<file path="config.mk">
export PLATFORM = sky130hd
export DESIGN_NAME = mc_ctrl
export DESIGN_NICKNAME = d
export VERILOG_FILES = /design/src/rtl/mc_ctrl.sv
export SDC_FILE = /design/constraint.sdc
export NUM_CORES = 1
export LEC_CHECK = 0
export ABC_CLOCK_PERIOD_IN_PS = 1610
export CORE_MARGIN = 5
export CORE_UTILIZATION = 30
export CTS_CLUSTER_SIZE = 14
export DETAILED_ROUTE_END_ITERATION = 16
export HOLD_SLACK_MARGIN = 0.15
export PLACE_DENSITY = 0.66
export SLEW_MARGIN = 20
export SYNTH_ARGS = -nofsm -noshare
export SYNTH_HDL_FRONTEND = slang
export SYNTH_SLANG_ARGS = --single-unit
</file>
<file path="constraint.sdc">
create_clock -name clk -period 1.61 [get_ports clk]
set_input_delay 0.161 -clock clk [delete_from_list [all_inputs] [get_ports clk]]
set_output_delay 0.161 -clock clk [all_outputs]
set_load 0.02 [all_outputs]
</file>
<file path="src/rtl/mc_ctrl.sv">
// ---------------------------------------------------------------------------
// mc_ctrl - multi-cycle MIPS control unit
//
// Sequences every instruction through FETCH / DECODE / EXEC / MEM / WB style
// states and drives the datapath enables and operand selects. Only the
// state is registered. All outputs are decoded combinationally from the
// state register and the IR opcode/funct fields.
//
// Ports
//   clk        in   rising-edge clock
//   rst        in   synchronous active-high reset (aborts current instruction)
//   op, funct  in   IR[31:26], IR[5:0]
//   zero       in   ALU Zero flag
//   mem_ready  in   memory access completes this cycle
//   PCWr/IRWr/MemRd/MemWr/RFWr  out  datapath enables
//   ALUOp      out  ALU operation code
//   ALUSrcA    out  00 PC, 01 rs, 10 shamt
//   ALUSrcB    out  00 rt, 01 const 4, 10 ext imm, 11 sign-ext imm<<2
//   EXTOp      out  1 sign-extend, 0 zero-extend
//   RegDst     out  00 rt, 01 rd, 10 $31
//   WDSel      out  00 ALUOut, 01 MDR, 10 PC
//   NPCOp      out  00 PC+4, 01 branch target, 10 jump target, 11 rs
//   illegal    out  one-cycle pulse in DECODE for undecodable instructions
//   state      out  current state (debug)
// ---------------------------------------------------------------------------
module mc_ctrl #(
    parameter int STATE_W = 4
) (
    input  logic               clk,
    input  logic               rst,
    input  logic [5:0]         op,
    input  logic [5:0]         funct,
    input  logic               zero,
    input  logic               mem_ready,
    output logic               PCWr,
    output logic               IRWr,
    output logic               MemRd,
    output logic               MemWr,
    output logic               RFWr,
    output logic [3:0]         ALUOp,
    output logic [1:0]         ALUSrcA,
    output logic [1:0]         ALUSrcB,
    output logic               EXTOp,
    output logic [1:0]         RegDst,
    output logic [1:0]         WDSel,
    output logic [1:0]         NPCOp,
    output logic               illegal,
    output logic [STATE_W-1:0] state
);

    // ALU operation codes shared with the ALU (ctrl_encode_def encoding)
    localparam logic [3:0] ALU_NOP  = 4'd0;
    localparam logic [3:0] ALU_ADD  = 4'd1;
    localparam logic [3:0] ALU_SUB  = 4'd2;
    localparam logic [3:0] ALU_AND  = 4'd3;
    localparam logic [3:0] ALU_OR   = 4'd4;
    localparam logic [3:0] ALU_SLT  = 4'd5;
    localparam logic [3:0] ALU_SLTU = 4'd6;
    localparam logic [3:0] ALU_NOR  = 4'd7;
    localparam logic [3:0] ALU_SLL  = 4'd8;
    localparam logic [3:0] ALU_SRL  = 4'd9;
    localparam logic [3:0] ALU_LUI  = 4'd10;

    typedef enum logic [3:0] {
        ST_FETCH  = 4'd0,
        ST_DECODE = 4'd1,
        ST_EXEC   = 4'd2,
        ST_ALU_WB = 4'd3,
        ST_ADDR   = 4'd4,
        ST_MEM_RD = 4'd5,
        ST_MEM_WB = 4'd6,
        ST_MEM_WR = 4'd7,
        ST_BRANCH = 4'd8,
        ST_JUMP   = 4'd9
    } state_t;

    // Instruction classes: everything after DECODE only needs to know which
    // group the instruction belongs to plus its ALU code / extension mode.
    typedef enum logic [3:0] {
        IC_RALU   = 4'd0,
        IC_RSHIFT = 4'd1,
        IC_IALU   = 4'd2,
        IC_LW     = 4'd3,
        IC_SW     = 4'd4,
        IC_BEQ    = 4'd5,
        IC_BNE    = 4'd6,
        IC_J      = 4'd7,
        IC_JAL    = 4'd8,
        IC_JR     = 4'd9,
        IC_ILL    = 4'd10
    } iclass_t;

    state_t     state_r;
    state_t     next_state_s;
    iclass_t    iclass_s;
    logic [3:0] alu_exec_s;
    logic       i_ext_s;

    assign state = STATE_W'(state_r);

    // Instruction decode: class, EXEC-stage ALU code and immediate extension
    always_comb begin
        iclass_s   = IC_ILL;
        alu_exec_s = ALU_NOP;
        i_ext_s    = 1'b1;
        case (op)
            6'h00: begin
                case (funct)
                    6'h20, 6'h21: begin iclass_s = IC_RALU;   alu_exec_s = ALU_ADD;  end
                    6'h22, 6'h23: begin iclass_s = IC_RALU;   alu_exec_s = ALU_SUB;  end
                    6'h24:        begin iclass_s = IC_RALU;   alu_exec_s = ALU_AND;  end
                    6'h25:        begin iclass_s = IC_RALU;   alu_exec_s = ALU_OR;   end
                    6'h27:        begin iclass_s = IC_RALU;   alu_exec_s = ALU_NOR;  end
                    6'h2a:        begin iclass_s = IC_RALU;   alu_exec_s = ALU_SLT;  end
                    6'h2b:        begin iclass_s = IC_RALU;   alu_exec_s = ALU_SLTU; end
                    6'h00:        begin iclass_s = IC_RSHIFT; alu_exec_s = ALU_SLL;  end
                    6'h02:        begin iclass_s = IC_RSHIFT; alu_exec_s = ALU_SRL;  end
                    6'h08:        begin iclass_s = IC_JR;                            end
                    default:      begin iclass_s = IC_ILL;                           end
                endcase
            end
            6'h08, 6'h09: begin iclass_s = IC_IALU; alu_exec_s = ALU_ADD; end
            6'h0c:        begin iclass_s = IC_IALU; alu_exec_s = ALU_AND; i_ext_s = 1'b0; end
            6'h0d:        begin iclass_s = IC_IALU; alu_exec_s = ALU_OR;  i_ext_s = 1'b0; end
            6'h0a:        begin iclass_s = IC_IALU; alu_exec_s = ALU_SLT; end
            6'h0f:        begin iclass_s = IC_IALU; alu_exec_s = ALU_LUI; i_ext_s = 1'b0; end
            6'h23:        begin iclass_s = IC_LW;  end
            6'h2b:        begin iclass_s = IC_SW;  end
            6'h04:        begin iclass_s = IC_BEQ; end
            6'h05:        begin iclass_s = IC_BNE; end
            6'h02:        begin iclass_s = IC_J;   end
            6'h03:        begin iclass_s = IC_JAL; end
            default:      begin iclass_s = IC_ILL; end
        endcase
    end

    // Next-state and output decode; reset forces every output to idle
    always_comb begin
        next_state_s = state_r;
        PCWr    = 1'b0;
        IRWr    = 1'b0;
        MemRd   = 1'b0;
        MemWr   = 1'b0;
        RFWr    = 1'b0;
        illegal = 1'b0;
        ALUOp   = ALU_NOP;
        ALUSrcA = 2'b00;
        ALUSrcB = 2'b00;
        EXTOp   = 1'b0;
        RegDst  = 2'b00;
        WDSel   = 2'b00;
        NPCOp   = 2'b00;
        if (rst) begin
            next_state_s = ST_FETCH;
        end else begin
            case (state_r)
                ST_FETCH: begin
                    MemRd   = 1'b1;
                    ALUSrcB = 2'b01;
                    ALUOp   = ALU_ADD;
                    PCWr    = mem_ready;
                    IRWr    = mem_ready;
                    next_state_s = mem_ready ? ST_DECODE : ST_FETCH;
                end
                ST_DECODE: begin
                    // Branch target is computed speculatively into ALUOut
                    ALUSrcB = 2'b11;
                    ALUOp   = ALU_ADD;
                    EXTOp   = 1'b1;
                    case (iclass_s)
                        IC_RALU, IC_RSHIFT, IC_IALU: next_state_s = ST_EXEC;
                        IC_LW, IC_SW:                next_state_s = ST_ADDR;
                        IC_BEQ, IC_BNE:              next_state_s = ST_BRANCH;
                        IC_J, IC_JAL, IC_JR:         next_state_s = ST_JUMP;
                        default: begin
                            illegal      = 1'b1;
                            next_state_s = ST_FETCH;
                        end
                    endcase
                end
                ST_EXEC: begin
                    ALUOp = alu_exec_s;
                    next_state_s = ST_ALU_WB;
                    if (iclass_s == IC_IALU) begin
                        ALUSrcA = 2'b01;
                        ALUSrcB = 2'b10;
                        EXTOp   = i_ext_s;
                    end else if (iclass_s == IC_RSHIFT) begin
                        ALUSrcA = 2'b10;
                    end else begin
                        ALUSrcA = 2'b01;
                    end
                end
                ST_ALU_WB: begin
                    RFWr   = 1'b1;
                    RegDst = (iclass_s == IC_IALU) ? 2'b00 : 2'b01;
                    next_state_s = ST_FETCH;
                end
                ST_ADDR: begin
                    ALUSrcA = 2'b01;
                    ALUSrcB = 2'b10;
                    EXTOp   = 1'b1;
                    ALUOp   = ALU_ADD;
                    next_state_s = (iclass_s == IC_SW) ? ST_MEM_WR : ST_MEM_RD;
                end
                ST_MEM_RD: begin
                    MemRd = 1'b1;
                    next_state_s = mem_ready ? ST_MEM_WB : ST_MEM_RD;
                end
                ST_MEM_WB: begin
                    RFWr  = 1'b1;
                    WDSel = 2'b01;
                    next_state_s = ST_FETCH;
                end
                ST_MEM_WR: begin
                    MemWr = 1'b1;
                    next_state_s = mem_ready ? ST_FETCH : ST_MEM_WR;
                end
                ST_BRANCH: begin
                    ALUSrcA = 2'b01;
                    ALUOp   = ALU_SUB;
                    NPCOp   = 2'b01;
                    PCWr    = (iclass_s == IC_BNE) ? ~zero : zero;
                    next_state_s = ST_FETCH;
                end
                ST_JUMP: begin
                    PCWr  = 1'b1;
                    NPCOp = (iclass_s == IC_JR) ? 2'b11 : 2'b10;
                    // jal links the already-incremented PC into $31
                    if (iclass_s == IC_JAL) begin
                        RFWr   = 1'b1;
                        RegDst = 2'b10;
                        WDSel  = 2'b10;
                    end else begin
                        RFWr   = 1'b0;
                    end
                    next_state_s = ST_FETCH;
                end
                default: begin
                    next_state_s = ST_FETCH;
                end
            endcase
        end
    end

    // State register
    always_ff @(posedge clk) begin
        if (rst) begin
            state_r <= ST_FETCH;
        end else begin
            state_r <= next_state_s;
        end
    end

endmodule

</file>
==> results.md <==
- Synthesized area: 1210 um2
- Overall power: 942 uW
- Skew-Pair Late Insertion Delay: 0.22 ns
- Max-cap violations: 0
- Total Wirelength: 6970 um
- Worst setup EP type: output port
- Failing checks: setup timing
- Minimum clock period after layout: 2.27 ns
- Row count: 23
- Via Count: 2196
- Most common cell after layout, fill and taps aside: buf_4
- Crit path depth: 8
- End of the worst register-to-register path: state[1]
- CP required: 1.45 ns
- # diodes: 0
- Status: finished, violations left
- Avg Cell Area, Syn: 6.12 um2
- Slew Limit Fails: 0
- GRT overflow: 0
- Met2 global-route usage: 44.6%
- Met1 Usage GRT: 27.2%
- Commonest cells after routing, fill and taps aside: 95 x buf_4, 34 x buf_6, 19 x nor2_1, 18 x nand2_1, 10 x a21oi_1
- Syn_nets: 213
- VDD IR max: 323 uV
- R2R depth: 7
- Slew @ Worst Pin: 0.349 ns
- Max reg flops: 4
- Clock buffer depth: 2
- Startpoint Class: input pin
- Met3 usage: 4.10%
- Worst Hold Path Cells: 5
- Async S/R FF share, synth: 0%
- Yosys reg bits: 4
- Ys flop type: dfxtp_1
- Wirelength per Cell: 18.1 um
- Crit-path cells: buf_6, buf_6, nor4_4, nand4_1, o31ai_2, or4b_4, o31a_1, buf_6
- Final WS setup: -0.663 ns
- Fin. Hold Viols: 0
- Pwr dens: 330 nW/um2
- Busiest grt layer: met2
- Layout cell share with drive strength beyond 1: 60.9%
- Crit-path slowest cell: or4b_4
- Critical path's largest stage delay: 0.54 ns
- DIE AREA: 5390 um2
- Placed Cells: 339
- Register area share after synthesis: 6.64%
- EDFF count, synth: 0
- Final setup TNS: -4.35 ns
- P&R area growth vs syn: 137%
- Final Wtd Congestion: 0.885
- Worst Skew: 0.00633 ns
- Initial drt markers: 239
- Hold/Removal Path Class: in2reg
- RSZ-0062 raised after global routing: yes
- Pin count of the biggest net entering global routing: 18
- Core Box Area: 3940 um2
- Worst setup path start: op[0]
- Hold Buf Count CTS: 0
- Post-route DRC: 0
- IO buf count: 40
- Crit-path most repeated cell: buf_6
- Die height: 73.4 um
- All-Layer GR Usage: 24.2%
- H-tree Lvls: 1
- Hold path startpoint: op[4]
- Clock transition at the registers of the reported paths: 0.03 ns
- Vias in the first global route: 2142
- Routed Antenna Nets: 0
- Bufs and invs on worst path: 3
- TritonCTS Buffers: 3
- Filler Cell Count: 270
- CP top delay family: simple AND/OR/NAND/NOR gates
- Crit Path Category: in2out
- Period utilization: 141%
- Drt pass-1 iters: 5
- Setup violators final: 16
- CP arrival: 2.11 ns
- Clock Sinks: 4
- First-pass GRT wire length: 10300 um
- NumNets Final: 353
- Warnings, synthesis: 0
- Starting density of the core: 30.6%
- Reg2Reg Setup Slack: 0.12 ns
- Slew HR: 76.6%
- Cell variety after synth: 52
- Die width: 73.4 um
- Initial antenna violation count: 0
- Hpwl dp: 3710 um
- CP Max Fanout: 4
- Maximum operating frequency: 0.440 GHz
- Worst-case hold path end point: state[3]
- Drt via density: 5.70
- TritonCTS clock tree: done
- Non-Filler Instances: 385
- R2R Path Start: state[2]
- CTS root buf: clkbuf_8
- I/O pin total: 41
- Synth Instances: 197
- Leakage: 1.27 nW
==> worst reg2reg max path, delay by kind of cell (launching register included) <==
kind | cells | cell delay, ns
AND/OR/NAND/NOR | 3 | 0.62
buffers and inverters | 3 | 0.34
AO/OA/AOI/OAI | 1 | 0.14
flip-flops | 1 | 0.32
==> stage by stage <==
stage	worst slack [ns]	area, um2	util, %	hold WS [ns]
floorplan	-0.319	1330	-	0.407
global placement	-1.19	2210	56.2	0.718
detailed placement	-1.24	2210	56.2	0.722
CTS	-0.463	2760	69.9	0.433
global route	-0.683	2850	72.4	0.533
finish	-0.663	2850	72.4	0.475
==> how the worst max path moves through the flow <==
stage	to	slack, ns
final	ALUSrcA[0]	-0.66
after floorplan	ALUOp[1]	-0.32
after global placement	ALUSrcA[1]	-1.19
after global routing	ALUSrcA[0]	-0.68
after detailed placement	ALUSrcA[1]	-1.24
after CTS	ALUSrcA[0]	-0.46
==> metal layers <==
metal / share of wire, % / wire length, um / vias to the layer above
met2: 50 / 3510 / 128
met5: 0 / 0 / -
met3: 7.5 / 522 / 41
met4: 4.4 / 306 / 0
li1: - / - / 1003
met1: 38 / 2630 / 1024
==> kinds of logic after synthesis <==
family / share of synthesized area [%]
xor+xnor: 4.36
flops: 6.64
simple gates: 43.6
mux: 0.830
compound gates: 33.5
buf+inv: 11.1
==> area by class of cell <==
type	instances	area [um2]	area share, %
Clock buffer	3	41.3	1.45
Tap cell	50	62.6	2.19
Timing Repair Buffer	156	1370	47.8
Inverter	6	22.5	0.789
Multi-Input combinational cell	166	1280	44.8
Sequential cell	4	83.8	2.94
==> power by group <==
part           leakage, nW  internal, mW  switching, mW
Combinational         1.21         0.320          0.295
Clock               0.0216         0.160         0.0605
Sequential          0.0340         0.103        0.00310
==> synthesized netlist by cell type (all sizes together) (3+ instances only) <==
master  number  area (um2)
nand2       21        78.8
nand3        5        25.0
inv          6        22.5
xor2         5        43.8
nor2b       10        62.6
nor2        26        97.6
buf          8        62.6
o22ai        5        31.3
nand4        3        18.8
clkbuf      13        48.8
a21oi       15        75.1
o21ai       12        60.1
nor4         7        58.8
nor3        10        50.1
dfxtp        4        80.1
or3          3        18.8
nand2b       4        25.0
==> what timing repair did <==
item / CTS / global route
cloned: 3 / 1
resized for setup: 218 / 26
setup endpoints to repair: 23 / 23
setup buffers: 40 / 16
pin swaps: 31 / 22
Power figures use the tool's default switching activity.
